### config.mk
export PLATFORM = sky130hd
export DESIGN_NAME = dff_arbiter
export DESIGN_NICKNAME = d
export VERILOG_FILES = /design/src/rtl/dff_arb_pkg.sv /design/src/rtl/rr_pick.sv /design/src/rtl/dff_arbiter.sv
export SDC_FILE = /design/constraint.sdc
export NUM_CORES = 1
export LEC_CHECK = 0
export ABC_AREA = 0
export BUFFER_PORTS_ARGS = -buffer_cell sky130_fd_sc_hd__buf_2
export CAP_MARGIN = 40
export CELL_PAD_IN_SITES_DETAIL_PLACEMENT = 0
export CELL_PAD_IN_SITES_GLOBAL_PLACEMENT = 1
export CORE_MARGIN = 10
export CORE_UTILIZATION = 31
export CTS_CLUSTER_DIAMETER = 30
export DETAILED_ROUTE_END_ITERATION = 12
export PLACE_DENSITY = 0.85
export SYNTH_ARGS = -nofsm -noshare
export SYNTH_HDL_FRONTEND = slang
export SYNTH_SLANG_ARGS = --single-unit
### constraint.sdc
create_clock -name clk -period 5.5 [get_ports clk]
set_input_delay 0.55 -clock clk [delete_from_list [all_inputs] [get_ports clk]]
set_output_delay 0.55 -clock clk [all_outputs]
set_load 0.01 [all_outputs]
### src/rtl/dff_arb_pkg.sv
// Shared types and default sizing for the dff write arbiter.
package dff_arb_pkg;
  localparam int DEF_N         = 16;
  localparam int DEF_R         = 4;
  localparam int DEF_MAX_BURST = 4;

  typedef enum logic [1:0] {IDLE, GRANT, CLEAR, PRESET} state_e;
endpackage

### src/rtl/rr_pick.sv
// Combinational round-robin picker: first requester at or above ptr_i, wrapping.
module rr_pick #(
  parameter  int R  = 4,
  localparam int PW = (R > 1) ? $clog2(R) : 1
) (
  input  logic [R-1:0]  req_i,
  input  logic [PW-1:0] ptr_i,
  output logic [R-1:0]  win_o,
  output logic          valid_o
);
  logic [PW:0]   sum;
  logic [PW-1:0] idx;

  always_comb begin
    win_o   = '0;
    valid_o = 1'b0;
    sum     = '0;
    idx     = '0;
    for (int k = 0; k < R; k++) begin
      // ptr_i < R and k < R, so a single subtract is enough to wrap
      sum = {1'b0, ptr_i} + (PW+1)'(k);
      if (sum >= (PW+1)'(R)) sum = sum - (PW+1)'(R);
      idx = sum[PW-1:0];
      if (!valid_o && req_i[idx]) begin
        win_o[idx] = 1'b1;
        valid_o    = 1'b1;
      end
    end
  end
endmodule

### src/rtl/dff_arbiter.sv
// Arbitrates R writers, plus clear/preset commands, onto one external dff.
module dff_arbiter
  import dff_arb_pkg::*;
#(
  parameter int N         = DEF_N,
  parameter int R         = DEF_R,
  parameter int MAX_BURST = DEF_MAX_BURST
) (
  input  logic           clk,
  input  logic           reset_n,
  input  logic [R-1:0]   req,
  input  logic [R-1:0]   lock,
  input  logic [R*N-1:0] wdata,
  input  logic           clr_req,
  input  logic           set_req,
  output logic [R-1:0]   gnt,
  output logic           dff_en,
  output logic [N-1:0]   dff_d,
  output logic           dff_reset,
  output logic           dff_set,
  output logic           cmd_ack,
  output logic           busy
);
  localparam int OW = (R > 1) ? $clog2(R) : 1;
  localparam int BW = (MAX_BURST > 1) ? $clog2(MAX_BURST) : 1;
  localparam logic [BW-1:0] BURST_LAST = BW'(MAX_BURST - 1);

  state_e        state_q, state_d;
  logic [OW-1:0] owner_q, owner_d, ptr_q, ptr_d, ptr_sel, win_idx;
  logic [BW-1:0] burst_q, burst_d;
  logic [R-1:0]  win;
  logic          win_vld, cont, ends_ok;

  always_comb begin
    cont    = (state_q == GRANT) && lock[owner_q] && req[owner_q] && (burst_q < BURST_LAST);
    ends_ok = (state_q == GRANT) && !clr_req && !set_req && !cont;
    // A normally ending grant hands priority to the next index in the same edge
    ptr_sel = ptr_q;
    if (ends_ok) ptr_sel = (owner_q == OW'(R - 1)) ? '0 : owner_q + 1'b1;
  end

  rr_pick #(.R(R)) u_pick (
    .req_i   (req),
    .ptr_i   (ptr_sel),
    .win_o   (win),
    .valid_o (win_vld)
  );

  always_comb begin
    win_idx = '0;
    for (int i = 0; i < R; i++)
      if (win[i]) win_idx = OW'(i);
  end

  always_comb begin
    state_d = IDLE;
    owner_d = owner_q;
    burst_d = '0;
    ptr_d   = ptr_sel;
    if (clr_req)      state_d = CLEAR;
    else if (set_req) state_d = PRESET;
    else if (cont) begin
      state_d = GRANT;
      burst_d = burst_q + 1'b1;
    end else if (win_vld) begin
      state_d = GRANT;
      owner_d = win_idx;
    end
  end

  always_ff @(posedge clk or negedge reset_n) begin
    if (!reset_n) begin
      state_q <= IDLE;
      owner_q <= '0;
      ptr_q   <= '0;
      burst_q <= '0;
    end else begin
      state_q <= state_d;
      owner_q <= owner_d;
      ptr_q   <= ptr_d;
      burst_q <= burst_d;
    end
  end

  // Register-only decode: nothing here sees req combinationally
  always_comb begin
    gnt = '0;
    if (state_q == GRANT) gnt[owner_q] = 1'b1;
    dff_en    = (state_q == GRANT);
    dff_d     = (state_q == GRANT) ? wdata[owner_q*N +: N] : '0;
    dff_reset = (state_q == CLEAR);
    dff_set   = (state_q == PRESET);
    cmd_ack   = (state_q == CLEAR) || (state_q == PRESET);
    busy      = (state_q != IDLE);
  end
endmodule

==> reports/qor.json, run 1 <==
{
  "run_status": {"value": "complete, no violations"},
  "r2r_cells": {"value": 12},
  "synth_seq_cells": {"value": 8},
  "clock_latency": {"value": 0.23, "unit": "ns"},
  "final.setup.worst_slack": {"value": 1.58, "unit": "ns"},
  "synth_top_area_frac": {"value": 0.214},
  "fin_tns_setup": {"value": 0, "unit": "ns"},
  "vias": {"value": 1795},
  "synthesis.area_per_instance": {"value": 9.39, "unit": "um2"},
  "die_outline_height": {"value": 93.7, "unit": "um"},
  "final_min_period": {"value": 3.92, "unit": "ns"},
  "post_dp_cell_area": {"value": 0.00221, "unit": "mm2"},
  "final_antenna_net_count": {"value": 0},
  "holdBufCountCts": {"value": 0},
  "drt-initial-drc-count": {"value": 124},
  "layout.filler_cells": {"value": 501},
  "hold_viol_final": {"value": 0},
  "power.ir.vdd_worst": {"value": 0.000140, "unit": "V"},
  "ys_top_cells_by_area": {"value": "sky130_fd_sc_hd__mux4_2, sky130_fd_sc_hd__dfrtp_1, sky130_fd_sc_hd__and2_1, sky130_fd_sc_hd__ha_1, sky130_fd_sc_hd__mux2i_1"},
  "pwr-share-comb": {"value": 0.783},
  "timing.critical_path.from_type": {"value": "flop"},
  "rows": {"value": 26},
  "cp_data_required_time": {"value": 5.59, "unit": "ns"},
  "htree_levels": {"value": 1},
  "cts.clk_slew.worst_paths": {"value": 0.04, "unit": "ns"},
  "crit_fanout": {"value": 15},
  "grt_start_max_net_pins": {"value": 27},
  "cell_area_synth": {"value": 0.00168, "unit": "mm2"},
  "tritoncts_num_sinks": {"value": 8},
  "synth.top_cells.by_count": {"value": "sky130_fd_sc_hd__and2_1, sky130_fd_sc_hd__mux4_2, sky130_fd_sc_hd__nor2_1"},
  "cts_tree": {"value": "done"},
  "slew_headroom": {"value": 0.460},
  "tightest_slew": {"value": 0.799, "unit": "ns"},
  "worstReg2RegStart": {"value": "owner_q[1]"},
  "top_level_ports": {"value": 101},
  "coreArea": {"value": 0.00517, "unit": "mm2"},
  "fin_nets": {"value": 358},
  "cell_count_after_synthesis": {"value": 179},
  "die_width": {"value": 93.7, "unit": "um"},
  "power_frac_seq": {"value": 0.133},
  "root_buffer": {"value": "sky130_fd_sc_hd__clkbuf_8"},
  "detailed_place_hpwl": {"value": 5.22, "unit": "mm"},
  "place_ws": {"value": 1.60, "unit": "ns"},
  "drcViolationCount": {"value": 0},
  "final.period_utilization": {"value": 0.713},
  "cts_repair_resize_count": {"value": 0},
  "tritoncts.num_buffers": {"value": 3},
  "grt.total_usage": {"value": 0.132},
  "grt_overflow": {"value": 0},
  "finClkSkew": {"value": 0.00296, "unit": "ns"},
  "cts_setup_buffers": {"value": 0},
  "finalMaxSlewViolations": {"value": 0},
  "worstSetupPathType": {"value": "reg -> reg"},
  "critPathCaptureType": {"value": "flop"},
  "clk_path_buf_depth": {"value": 2},
  "floorplan.initialDensity": {"value": 0.325},
  "synth_async_sr_flop_share": {"value": 1.00},
  "p_int": {"value": 459, "unit": "uW"},
  "cp_data_arrival_time": {"value": 4.01, "unit": "ns"},
  "synth_edf_count": {"value": 0},
  "grt_pass1_wl": {"value": 9.56, "unit": "mm"},
  "area_overhead_of_the_layout_relative_to_synthesis": {"value": 33.8, "unit": "%"},
  "max_freq": {"value": 0.255, "unit": "GHz"},
  "grt_setup_unrepaired": {"value": "no"},
  "max_cap_violations": {"value": 0},
  "fin_area": {"value": 0.00225, "unit": "mm2"},
  "yosys.cell_count.top_type": {"value": "sky130_fd_sc_hd__and2_1"},
  "power.leakage": {"value": 1.12, "unit": "nW"},
  "firstDrtPassIters": {"value": 4},
  "routed_wl": {"value": 6.08, "unit": "mm"},
  "antenna_found_initial": {"value": 1},
  "cp-startpoint": {"value": "owner_q[1]"},
  "setup_viol": {"value": 0},
  "synth_largest_area_cell": {"value": "sky130_fd_sc_hd__mux4_2"},
  "io_buffer_count": {"value": 100},
  "postSynthNetCount": {"value": 267},
  "worstHoldPathType": {"value": "in -> async"},
  "timing.reg2reg.setup_slack": {"value": 1.58, "unit": "ns"},
  "first_global_vias": {"value": 1876},
  "seq_area_frac_synth": {"value": 0.119},
  "ys.warnings.count": {"value": 0},
  "synth.distinct_cells": {"value": 48},
  "sw_frac_of_total": {"value": 0.454},
  "pwr_density_cell": {"value": 374, "unit": "mW/mm2"},
  "routability_congestion": {"value": 0.831},
  "avgViaCountPerCell": {"value": 5.29},
  "crit_path_end": {"value": "owner_q[1]"},
  "drive_above_1_share": {"value": 0.496},
  "total_switching_power": {"value": 381, "unit": "uW"},
  "synthFlopType": {"value": "sky130_fd_sc_hd__dfrtp_1"},
  "wl_per_cell": {"value": 17.9, "unit": "um"},
  "clock_power_share": {"value": 0.084},
  "fp.dieArea": {"value": 0.00877, "unit": "mm2"},
  "critical_path.reg2reg.endpoint": {"value": "owner_q[1]"}
}
-- logic make-up (layout without fill, tap and decap cells) --
| logic type | after synthesis | in the layout | synth area share |
|---|---|---|---|
| AND/OR/NAND/NOR | 69 | 69 | 0.234 |
| AO/OA/AOI/OAI | 35 | 35 | 0.173 |
| multiplexers | 33 | 33 | 0.324 |
| buffers and inverters | 22 | 111 | 0.0603 |
| flip-flops | 8 | 8 | 0.119 |
| other | 0 | 1 | 0 |
| adder cells (fa/ha/maj) | 12 | 12 | 0.0893 |
-- state kept, by name, summed over array words and instances (netlist names) --
register and flops:
state_q 2, ptr_q 2, owner_q 2, burst_q 2
-- through the flow --
step | hold slack, ns | util | power [mW] | std cells
3_5_place_dp | 0.408 | 0.426 | 0.770 | 335
6_report | 0.162 | 0.435 | 0.840 | 339
5_1_grt | 0.172 | 0.435 | 0.921 | 339
2_1_floorplan | 0.254 | - | 0.629 | 179
4_1_cts | 0.167 | 0.434 | 0.846 | 338
3_3_place_gp | 0.404 | 0.426 | 0.757 | 335
-- placed cells by master, fill, tap and decap left out, drive strengths merged, types with 4 or more instances in the layout --
cell	n
a21oi	4
mux2	6
a31oi	5
mux4	16
buf	102
nor2	13
nand3	4
ha	12
mux2i	11
dfrtp	8
inv	6
a221o	4
and2	27
nor2b	4
nand2	5
-- worst min-delay path by stage --
stage	start	endpoint	slack, ns	depth (start not counted)
4_1_cts	reset_n	ptr_q[1]	0.17	1
2_1_floorplan	reset_n	burst_q[0]	0.25	0
3_5_place_dp	reset_n	owner_q[0]	0.41	1
3_3_place_gp	reset_n	owner_q[0]	0.40	1
6_report	reset_n	ptr_q[1]	0.16	1
5_1_grt	reset_n	burst_q[0]	0.17	1
-- critical path, cell delays in order, from the launching register on --
cell and delay (ns):
sky130_fd_sc_hd__dfrtp_1 0.66, sky130_fd_sc_hd__buf_4 0.30, sky130_fd_sc_hd__a211oi_1 0.09, sky130_fd_sc_hd__a2111o_1 0.49
sky130_fd_sc_hd__nor2_1 0.22, sky130_fd_sc_hd__nor2_1 0.08, sky130_fd_sc_hd__mux2_2 0.33, sky130_fd_sc_hd__ha_1 0.33
sky130_fd_sc_hd__o31a_1 0.34, sky130_fd_sc_hd__nor2b_1 0.16, sky130_fd_sc_hd__a221o_1 0.35, sky130_fd_sc_hd__a211o_1 0.28
sky130_fd_sc_hd__a2bb2oi_1 0.15
-- per-layer routing --
layer | share of wire | wire, um | track usage
met1 | 0.39 | 2360 | 0.138
met2 | 0.50 | 3030 | 0.247
met3 | 0.11 | 644 | 0.0440
met4 | 0.0076 | 46 | 0.0329
met5 | 0 | 0 | 0
-- cell type report --
| class | count | area, um2 | share of cell area |
|---|---|---|---|
| diodes | 1 | 2.50 | 0.00111 |
| clock buffers | 3 | 41.3 | 0.0184 |
| inverters | 6 | 22.5 | 0.0100 |
| multi-input cells | 149 | 1380 | 0.613 |
| flip-flops and latches | 8 | 200 | 0.0890 |
| well taps | 70 | 87.6 | 0.0389 |
| repair buffers | 102 | 515 | 0.229 |
-- power groups by stage --
stage | Clock, mW | Sequential, mW | Combinational, mW
floorplan | 0 | 0.0900 | 0.539
global placement | 0 | 0.112 | 0.644
detailed placement | 0 | 0.113 | 0.657
CTS | 0.0714 | 0.113 | 0.662
global route | 0.0739 | 0.118 | 0.729
finish | 0.0708 | 0.112 | 0.658
(Power assumes the default switching activity.)
==> run 2, diff against run 1 <==
==> constraint.sdc (replaced) <==
create_clock -name clk -period 3.9 [get_ports clk]
set_input_delay 0.39 -clock clk [delete_from_list [all_inputs] [get_ports clk]]
set_output_delay 0.39 -clock clk [all_outputs]
set_load 0.01 [all_outputs]
==> reports/qor.json, run 2 (synthesis results as in run 1) <==
{
  "grt_overflow": {"value": 0, "change": "unchanged"},
  "top_level_ports": {"value": 101, "change": "unchanged"},
  "final_antenna_net_count": {"value": 0, "change": "unchanged"},
  "cts_setup_buffers": {"value": 0, "change": "unchanged"},
  "cts_repair_resize_count": {"value": 0, "change": "unchanged"},
  "pwr_density_cell": {"value": 524, "unit": "mW/mm2", "change": "+40%"},
  "vias": {"value": 1803, "change": "+0.45%"},
  "crit_fanout": {"value": 10, "change": "-5"},
  "final_min_period": {"value": 3.45, "unit": "ns", "change": "-0.475 ns"},
  "grt.total_usage": {"value": 0.125, "change": "-0.00658"},
  "sw_frac_of_total": {"value": 0.455, "change": "+0.00106"},
  "power_frac_seq": {"value": 0.137, "change": "+0.004"},
  "worstHoldPathType": {"value": "in -> async"},
  "mostFrequentLayoutCell": {"value": "sky130_fd_sc_hd__buf_2"},
  "max_cap_violations": {"value": 0, "change": "unchanged"},
  "setup_viol": {"value": 0, "change": "unchanged"},
  "finalMaxSlewViolations": {"value": 0, "change": "unchanged"},
  "slew_headroom": {"value": 0.668, "change": "+0.208"},
  "cp_data_required_time": {"value": 3.99, "unit": "ns", "change": "-1.60 ns"},
  "firstDrtPassIters": {"value": 4, "change": "unchanged"},
  "rows": {"value": 26, "change": "unchanged"},
  "area.sequential": {"value": 200, "unit": "um2", "change": "unchanged"},
  "max_freq": {"value": 0.290, "unit": "GHz", "change": "+14%"},
  "grt_setup_unrepaired": {"value": "no"},
  "avgViaCountPerCell": {"value": 5.30, "change": "+0.15%"},
  "routability_congestion": {"value": 0.827, "change": "-0.54%"},
  "drive_above_1_share": {"value": 0.500, "change": "+0.00373"},
  "root_buffer": {"value": "sky130_fd_sc_hd__clkbuf_8"},
  "area_overhead_of_the_layout_relative_to_synthesis": {"value": 34.5, "unit": "%"},
  "cts.clk_slew.worst_paths": {"value": 0.04, "unit": "ns", "change": "about the same"},
  "fin_nets": {"value": 360, "change": "+0.56%"},
  "die_outline_height": {"value": 93.7, "unit": "um", "change": "unchanged"},
  "final.setup.worst_slack": {"value": 0.451, "unit": "ns", "change": "-1.12 ns"},
  "first_global_vias": {"value": 1783, "change": "-5.0%"},
  "mostFrequentLayoutCells": {"value": "sky130_fd_sc_hd__buf_2, sky130_fd_sc_hd__and2_1, sky130_fd_sc_hd__mux4_2"},
  "cp_data_arrival_time": {"value": 3.54, "unit": "ns", "change": "-0.47 ns"},
  "hold-worst-slack": {"value": 0.00396, "unit": "ns", "change": "-0.158 ns"},
  "power.ir.vdd_worst": {"value": 0.000204, "unit": "V", "change": "+46%"},
  "grt_pass1_wl": {"value": 9.20, "unit": "mm", "change": "-3.8%"},
  "io_buffer_count": {"value": 100, "change": "unchanged"},
  "clk_path_buf_depth": {"value": 2, "change": "unchanged"},
  "fin_area": {"value": 0.00226, "unit": "mm2", "change": "+0.56%"},
  "detailed_place_hpwl": {"value": 5.11, "unit": "mm", "change": "-2.2%"},
  "floorplan.initialDensity": {"value": 0.325, "change": "unchanged"},
  "timing.reg2reg.setup_slack": {"value": 0.45, "unit": "ns", "change": "-1.12 ns"},
  "coreArea": {"value": 0.00517, "unit": "mm2", "change": "unchanged"},
  "final.period_utilization": {"value": 0.884, "change": "+0.171"},
  "pwr-share-comb": {"value": 0.780, "change": "-0.003"},
  "holdBufCountCts": {"value": 0, "change": "unchanged"},
  "routed_wl": {"value": 6.00, "unit": "mm", "change": "-1.4%"},
  "fp.dieArea": {"value": 0.00877, "unit": "mm2", "change": "unchanged"},
  "post_dp_cell_area": {"value": 0.00222, "unit": "mm2", "change": "+0.68%"},
  "tritoncts_num_sinks": {"value": 8, "change": "unchanged"},
  "critPathCaptureType": {"value": "flop"},
  "drt-initial-drc-count": {"value": 160, "change": "+29%"},
  "tightest_slew": {"value": 0.494, "unit": "ns", "change": "-0.305 ns"},
  "layout.filler_cells": {"value": 519, "change": "+3.6%"},
  "drcViolationCount": {"value": 0, "change": "unchanged"},
  "place_ws": {"value": 0.414, "unit": "ns", "change": "-1.19 ns"},
  "timing.critical_path.from_type": {"value": "flop"},
  "wl_per_cell": {"value": 17.6, "unit": "um", "change": "-1.7%"},
  "clock_latency": {"value": 0.22, "unit": "ns", "change": "about the same"},
  "antenna_found_initial": {"value": 0, "change": "-1"},
  "clock_power_share": {"value": 0.082, "change": "-0.002"},
  "die_width": {"value": 93.7, "unit": "um", "change": "unchanged"},
  "finClkSkew": {"value": 0.000872, "unit": "ns", "change": "-0.00209 ns"},
  "power.leakage": {"value": 1.13, "unit": "nW", "change": "+0.86%"},
  "p_int": {"value": 645, "unit": "uW", "change": "+41%"},
  "report.power.total": {"value": 1.18, "unit": "mW", "change": "+41%"},
  "cts_tree": {"value": "done"},
  "total_switching_power": {"value": 539, "unit": "uW", "change": "+41%"},
  "tritoncts.num_buffers": {"value": 3, "change": "unchanged"},
  "multi_input_comb_area": {"value": 0.00138, "unit": "mm2", "change": "unchanged"},
  "insertedDiodeCount": {"value": 0, "change": "-1"},
  "fin_tns_setup": {"value": 0, "unit": "ns", "change": "unchanged"},
  "grt_start_max_net_pins": {"value": 22, "change": "-19%"},
  "hold_viol_final": {"value": 0, "change": "unchanged"},
  "htree_levels": {"value": 1, "change": "unchanged"},
  "run_status": {"value": "complete, no violations"},
  "worstSetupPathType": {"value": "reg -> reg"}
}
[run 2: worst max-delay path, stage by stage (launching register included)]
cell and delay (ns):
sky130_fd_sc_hd__dfrtp_1 0.47, sky130_fd_sc_hd__nor2b_1 0.20, sky130_fd_sc_hd__a2111oi_2 0.43, sky130_fd_sc_hd__mux2i_1 0.37, sky130_fd_sc_hd__and2_1 0.27, sky130_fd_sc_hd__ha_1 0.28
sky130_fd_sc_hd__o31a_1 0.33, sky130_fd_sc_hd__nor2b_1 0.16, sky130_fd_sc_hd__a221o_1 0.36, sky130_fd_sc_hd__a211o_1 0.30, sky130_fd_sc_hd__a2bb2oi_1 0.15
[run 2: worst paths after layout]
| path | end | cells after the start | start |
|---|---|---|---|
| worst max-delay path | owner_q[1] | 10 | owner_q[0] |
| worst min-delay path | state_q[0] | 1 | reset_n |
| worst max register to register | owner_q[1] | 10 | owner_q[0] |
| worst min register to register | burst_q[0] | 1 | burst_q[0] |
| max in group asynchronous | ptr_q[0] | 1 | reset_n |
| min in group clk | state_q[0] | 2 | clr_req |
[run 2: power groups by stage]
| stage | clock, mW | sequential [mW] | combinational, mW |
|---|---|---|---|
| final | 0.0974 | 0.163 | 0.924 |
| after global routing | 0.106 | 0.170 | 1.02 |
| after global placement | 0 | 0.161 | 0.910 |
| after detailed placement | 0 | 0.162 | 0.922 |
| after floorplan | 0 | 0.127 | 0.761 |
| after CTS | 0.0997 | 0.161 | 0.927 |
[run 2: layout make-up]
class                   count  area share
multi-input cells         149       0.610
repair buffers            104       0.235
flip-flops and latches      8      0.0885
well taps                  70      0.0387
clock buffers               3      0.0183
inverters                   6     0.00996
[run 2: per-stage QoR]
stage	std cells	util
final	340	0.437
after global routing	340	0.437
after CTS	340	0.437
after detailed placement	337	0.429
after global placement	337	0.429
after floorplan	179	-
[run 2: metal layers]
| metal | GRT usage | part of all wire | vias to the layer above |
|---|---|---|---|
| met1 | 0.140 | 0.42 | 862 |
| li1 | - | - | 864 |
| met2 | 0.229 | 0.48 | 77 |
| met4 | 0.0139 | 0 | 0 |
| met5 | 0 | 0 | - |
| met3 | 0.0448 | 0.10 | 0 |
==> run 3, diff against run 2 <==
--- a/config.mk
+++ b/config.mk
@@ -5,16 +5,17 @@
 export SDC_FILE = /design/constraint.sdc
 export NUM_CORES = 1
 export LEC_CHECK = 0
-export ABC_AREA = 0
+export ABC_AREA = 1
 export BUFFER_PORTS_ARGS = -buffer_cell sky130_fd_sc_hd__buf_2
 export CAP_MARGIN = 40
 export CELL_PAD_IN_SITES_DETAIL_PLACEMENT = 0
 export CELL_PAD_IN_SITES_GLOBAL_PLACEMENT = 1
 export CORE_MARGIN = 10
-export CORE_UTILIZATION = 31
+export CORE_UTILIZATION = 27
 export CTS_CLUSTER_DIAMETER = 30
 export DETAILED_ROUTE_END_ITERATION = 12
 export PLACE_DENSITY = 0.85
+export SLEW_MARGIN = 20
 export SYNTH_ARGS = -nofsm -noshare
 export SYNTH_HDL_FRONTEND = slang
 export SYNTH_SLANG_ARGS = --single-unit
==> reports/qor.json, run 3 <==
{
  "final_antenna_net_count": {"value": 0, "change": "unchanged"},
  "cell_count_after_synthesis": {"value": 280, "change": "+56%"},
  "routed_wl": {"value": 6.38, "unit": "mm", "change": "+6.3%"},
  "cts_repair_resize_count": {"value": 0, "change": "unchanged"},
  "tritoncts.num_buffers": {"value": 3, "change": "unchanged"},
  "mostFrequentLayoutCells": {"value": "sky130_fd_sc_hd__buf_2, sky130_fd_sc_hd__nor2_1, sky130_fd_sc_hd__o21ai_0"},
  "root_buffer": {"value": "sky130_fd_sc_hd__clkbuf_8"},
  "power.leakage": {"value": 1.22, "unit": "nW", "change": "+7.7%"},
  "coreArea": {"value": 0.00585, "unit": "mm2", "change": "+13%"},
  "drive_above_1_share": {"value": 0.363, "change": "-0.137"},
  "synth_edf_count": {"value": 0, "change": "unchanged"},
  "synth_largest_area_cell": {"value": "sky130_fd_sc_hd__nor2_1"},
  "tritoncts_num_sinks": {"value": 8, "change": "unchanged"},
  "cp_data_required_time": {"value": 4.02, "unit": "ns", "change": "+0.03 ns"},
  "fin_tns_setup": {"value": 0, "unit": "ns", "change": "unchanged"},
  "die_width": {"value": 97.2, "unit": "um", "change": "+3.8%"},
  "avgViaCountPerCell": {"value": 4.83, "change": "-8.9%"},
  "fin_nets": {"value": 462, "change": "+28%"},
  "yosys.cell_count.top_type": {"value": "sky130_fd_sc_hd__nor2_1"},
  "detailed_place_hpwl": {"value": 5.26, "unit": "mm", "change": "+2.9%"},
  "synth_async_sr_flop_share": {"value": 1.00, "change": "unchanged"},
  "routability_congestion": {"value": 0.866, "change": "+4.8%"},
  "cp_data_arrival_time": {"value": 3.05, "unit": "ns", "change": "-0.49 ns"},
  "drt-initial-drc-count": {"value": 103, "change": "-36%"},
  "timing.reg2reg.setup_slack": {"value": 0.97, "unit": "ns", "change": "+0.52 ns"},
  "cts_setup_buffers": {"value": 0, "change": "unchanged"},
  "synthesis.area_per_instance": {"value": 5.75, "unit": "um2", "change": "-39%"},
  "area_overhead_of_the_layout_relative_to_synthesis": {"value": 36.7, "unit": "%"},
  "grt_pass1_wl": {"value": 10.7, "unit": "mm", "change": "+16%"},
  "worstHoldPathType": {"value": "in -> async"},
  "final_min_period": {"value": 2.93, "unit": "ns", "change": "-0.516 ns"},
  "failed_checks": {"value": "hold timing"},
  "cts.clk_slew.worst_paths": {"value": 0.04, "unit": "ns", "change": "about the same"},
  "grt.total_usage": {"value": 0.131, "change": "+0.00564"},
  "insertedDiodeCount": {"value": 0, "change": "unchanged"},
  "seq_area_frac_synth": {"value": 0.124, "change": "+0.00527"},
  "synth_top_area_frac": {"value": 0.184, "change": "-0.0301"},
  "setup_viol": {"value": 0, "change": "unchanged"},
  "cell_area_synth": {"value": 0.00161, "unit": "mm2", "change": "-4.2%"},
  "ys.warnings.count": {"value": 0, "change": "unchanged"},
  "worstSetupPathType": {"value": "reg -> reg"},
  "power.ir.vdd_worst": {"value": 0.000222, "unit": "V", "change": "+8.9%"},
  "htree_levels": {"value": 1, "change": "unchanged"},
  "timing.critical_path.from_type": {"value": "flop"},
  "first_global_vias": {"value": 2129, "change": "+19%"},
  "hold_viol_final": {"value": 4, "change": "+4"},
  "wl_per_cell": {"value": 14.3, "unit": "um", "change": "-19%"},
  "rows": {"value": 28, "change": "+7.7%"},
  "tightest_slew": {"value": 0.545, "unit": "ns", "change": "+0.0506 ns"},
  "critPathCaptureType": {"value": "flop"},
  "synth.top_cells.by_count": {"value": "sky130_fd_sc_hd__nor2_1, sky130_fd_sc_hd__o21ai_0, sky130_fd_sc_hd__nand3_1"},
  "grt_overflow": {"value": 0, "change": "unchanged"},
  "synthFlopType": {"value": "sky130_fd_sc_hd__dfrtp_1"},
  "grt_start_max_net_pins": {"value": 38, "change": "+73%"},
  "finClkSkew": {"value": 0.00305, "unit": "ns", "change": "+0.00218 ns"},
  "synth_seq_cells": {"value": 8, "change": "unchanged"},
  "antenna_found_initial": {"value": 0, "change": "unchanged"},
  "grt_setup_unrepaired": {"value": "no"},
  "final.period_utilization": {"value": 0.752, "change": "-0.132"},
  "layout.filler_cells": {"value": 664, "change": "+28%"},
  "top_level_ports": {"value": 101, "change": "unchanged"},
  "crit_fanout": {"value": 37, "change": "+27"},
  "max_cap_violations": {"value": 0, "change": "unchanged"},
  "run_status": {"value": "finished, violations left"},
  "synth.distinct_cells": {"value": 27, "change": "-44%"},
  "floorplan.initialDensity": {"value": 0.275, "change": "-0.0499"},
  "hold-worst-slack": {"value": -0.00207, "unit": "ns", "change": "-0.00603 ns"},
  "max_freq": {"value": 0.341, "unit": "GHz", "change": "+18%"},
  "cts_tree": {"value": "done"},
  "ys_top_cells_by_area": {"value": "sky130_fd_sc_hd__nor2_1, sky130_fd_sc_hd__dfrtp_1, sky130_fd_sc_hd__o21ai_0, sky130_fd_sc_hd__nand3_1, sky130_fd_sc_hd__ha_1"},
  "clock_latency": {"value": 0.23, "unit": "ns", "change": "about the same"},
  "slew_headroom": {"value": 0.637, "change": "-0.0309"},
  "drcViolationCount": {"value": 0, "change": "unchanged"},
  "vias": {"value": 2160, "change": "+20%"},
  "fp.dieArea": {"value": 0.00945, "unit": "mm2", "change": "+7.8%"},
  "mostFrequentLayoutCell": {"value": "sky130_fd_sc_hd__buf_2"},
  "postSynthNetCount": {"value": 368, "change": "+38%"},
  "firstDrtPassIters": {"value": 4, "change": "unchanged"},
  "clk_path_buf_depth": {"value": 2, "change": "unchanged"},
  "die_outline_height": {"value": 97.2, "unit": "um", "change": "+3.8%"},
  "io_buffer_count": {"value": 100, "change": "unchanged"},
  "finalMaxSlewViolations": {"value": 0, "change": "unchanged"},
  "holdBufCountCts": {"value": 0, "change": "unchanged"},
  "pwr_density_cell": {"value": 521, "unit": "mW/mm2", "change": "-0.45%"}
}
==> run 3: changes by cell type in the layout (fill, tap and decap cells not counted), moves of 15 or more <==
cell                      previous run  this run
sky130_fd_sc_hd__nand3_1             4        31
sky130_fd_sc_hd__nand2_1             5        29
sky130_fd_sc_hd__and2_1             25         0
sky130_fd_sc_hd__o21ai_0             2        33
sky130_fd_sc_hd__a21oi_1             4        19
sky130_fd_sc_hd__mux4_2             16         0
sky130_fd_sc_hd__nor2_1             13        79
==> run 3: path summary, 6_finish.rpt <==
check / startpoint / endpoint / cells past startpoint
max: owner_q[0] / owner_q[0] / 16
min in group clk: clr_req / state_q[0] / 2
max in group asynchronous: reset_n / burst_q[1] / 1
min reg2reg: burst_q[0] / burst_q[0] / 1
max reg2reg: owner_q[0] / owner_q[0] / 16
min: reset_n / state_q[0] / 1
==> run 3: layer usage <==
metal,track usage,routed length [um],vias up
met3,0.0448,665,7
met1,0.175,2960,965
met4,0.0190,39,0
li1,-,-,1097
met5,0,0,-
met2,0.202,2710,91
==> run 3: area by class of cell <==
| type | count | area [um2] | share of cell area |
|---|---|---|---|
| clock buffers | 3 | 41.3 | 0.0188 |
| inverters | 24 | 95.1 | 0.0432 |
| repair buffers | 102 | 515 | 0.234 |
| flip-flops and latches | 8 | 200 | 0.0910 |
| well taps | 75 | 93.8 | 0.0426 |
| multi-input cells | 235 | 1250 | 0.570 |
==> run 3: through the flow <==
| step | std cells | cell area [um2] | setup slack [ns] | power [mW] | util |
|---|---|---|---|---|---|
| after detailed placement | 444 | 2160 | 0.991 | 1.05 | 0.369 |
| after global placement | 444 | 2160 | 1.08 | 1.04 | 0.369 |
| after CTS | 447 | 2200 | 0.977 | 1.15 | 0.376 |
| final | 447 | 2200 | 0.968 | 1.15 | 0.376 |
| after floorplan | 280 | 1610 | 1.31 | 0.839 | - |
| after global routing | 447 | 2200 | 0.603 | 1.30 | 0.376 |
==> run 3: cell families after synthesis <==
logic type,Yosys count,synth area share
and+or+nand+nor,171,0.524
DFF,8,0.124
buffers and inverters,37,0.0963
adders and majority gates,12,0.0932
AOI/OAI and AO/OA,52,0.162
==> run 3: power by group <==
group / total, mW / internal (mW) / leakage, nW / switching, mW
clock: 0.102 / 0.0671 / 0.0216 / 0.0352
sequential: 0.136 / 0.104 / 0.101 / 0.0328
combinational: 0.908 / 0.310 / 1.10 / 0.598
total: 1.15 / 0.480 / 1.22 / 0.666
==> run 3: critical path, cell delays in order, from the launching register on <==
cell                      delay [ns]
sky130_fd_sc_hd__dfrtp_1        0.68
sky130_fd_sc_hd__inv_4          0.26
sky130_fd_sc_hd__nand3_1        0.16
sky130_fd_sc_hd__nand3_2        0.09
sky130_fd_sc_hd__nand3_4        0.12
sky130_fd_sc_hd__nand2_4        0.08
sky130_fd_sc_hd__nand2_2        0.11
sky130_fd_sc_hd__nand2_1        0.12
sky130_fd_sc_hd__ha_1           0.36
sky130_fd_sc_hd__inv_1          0.10
sky130_fd_sc_hd__nand3_1        0.09
sky130_fd_sc_hd__nand2_2        0.10
sky130_fd_sc_hd__nand2_4        0.07
sky130_fd_sc_hd__nor3_4         0.14
sky130_fd_sc_hd__nor2_1         0.09
sky130_fd_sc_hd__a21oi_1        0.16
sky130_fd_sc_hd__nand2_1        0.07
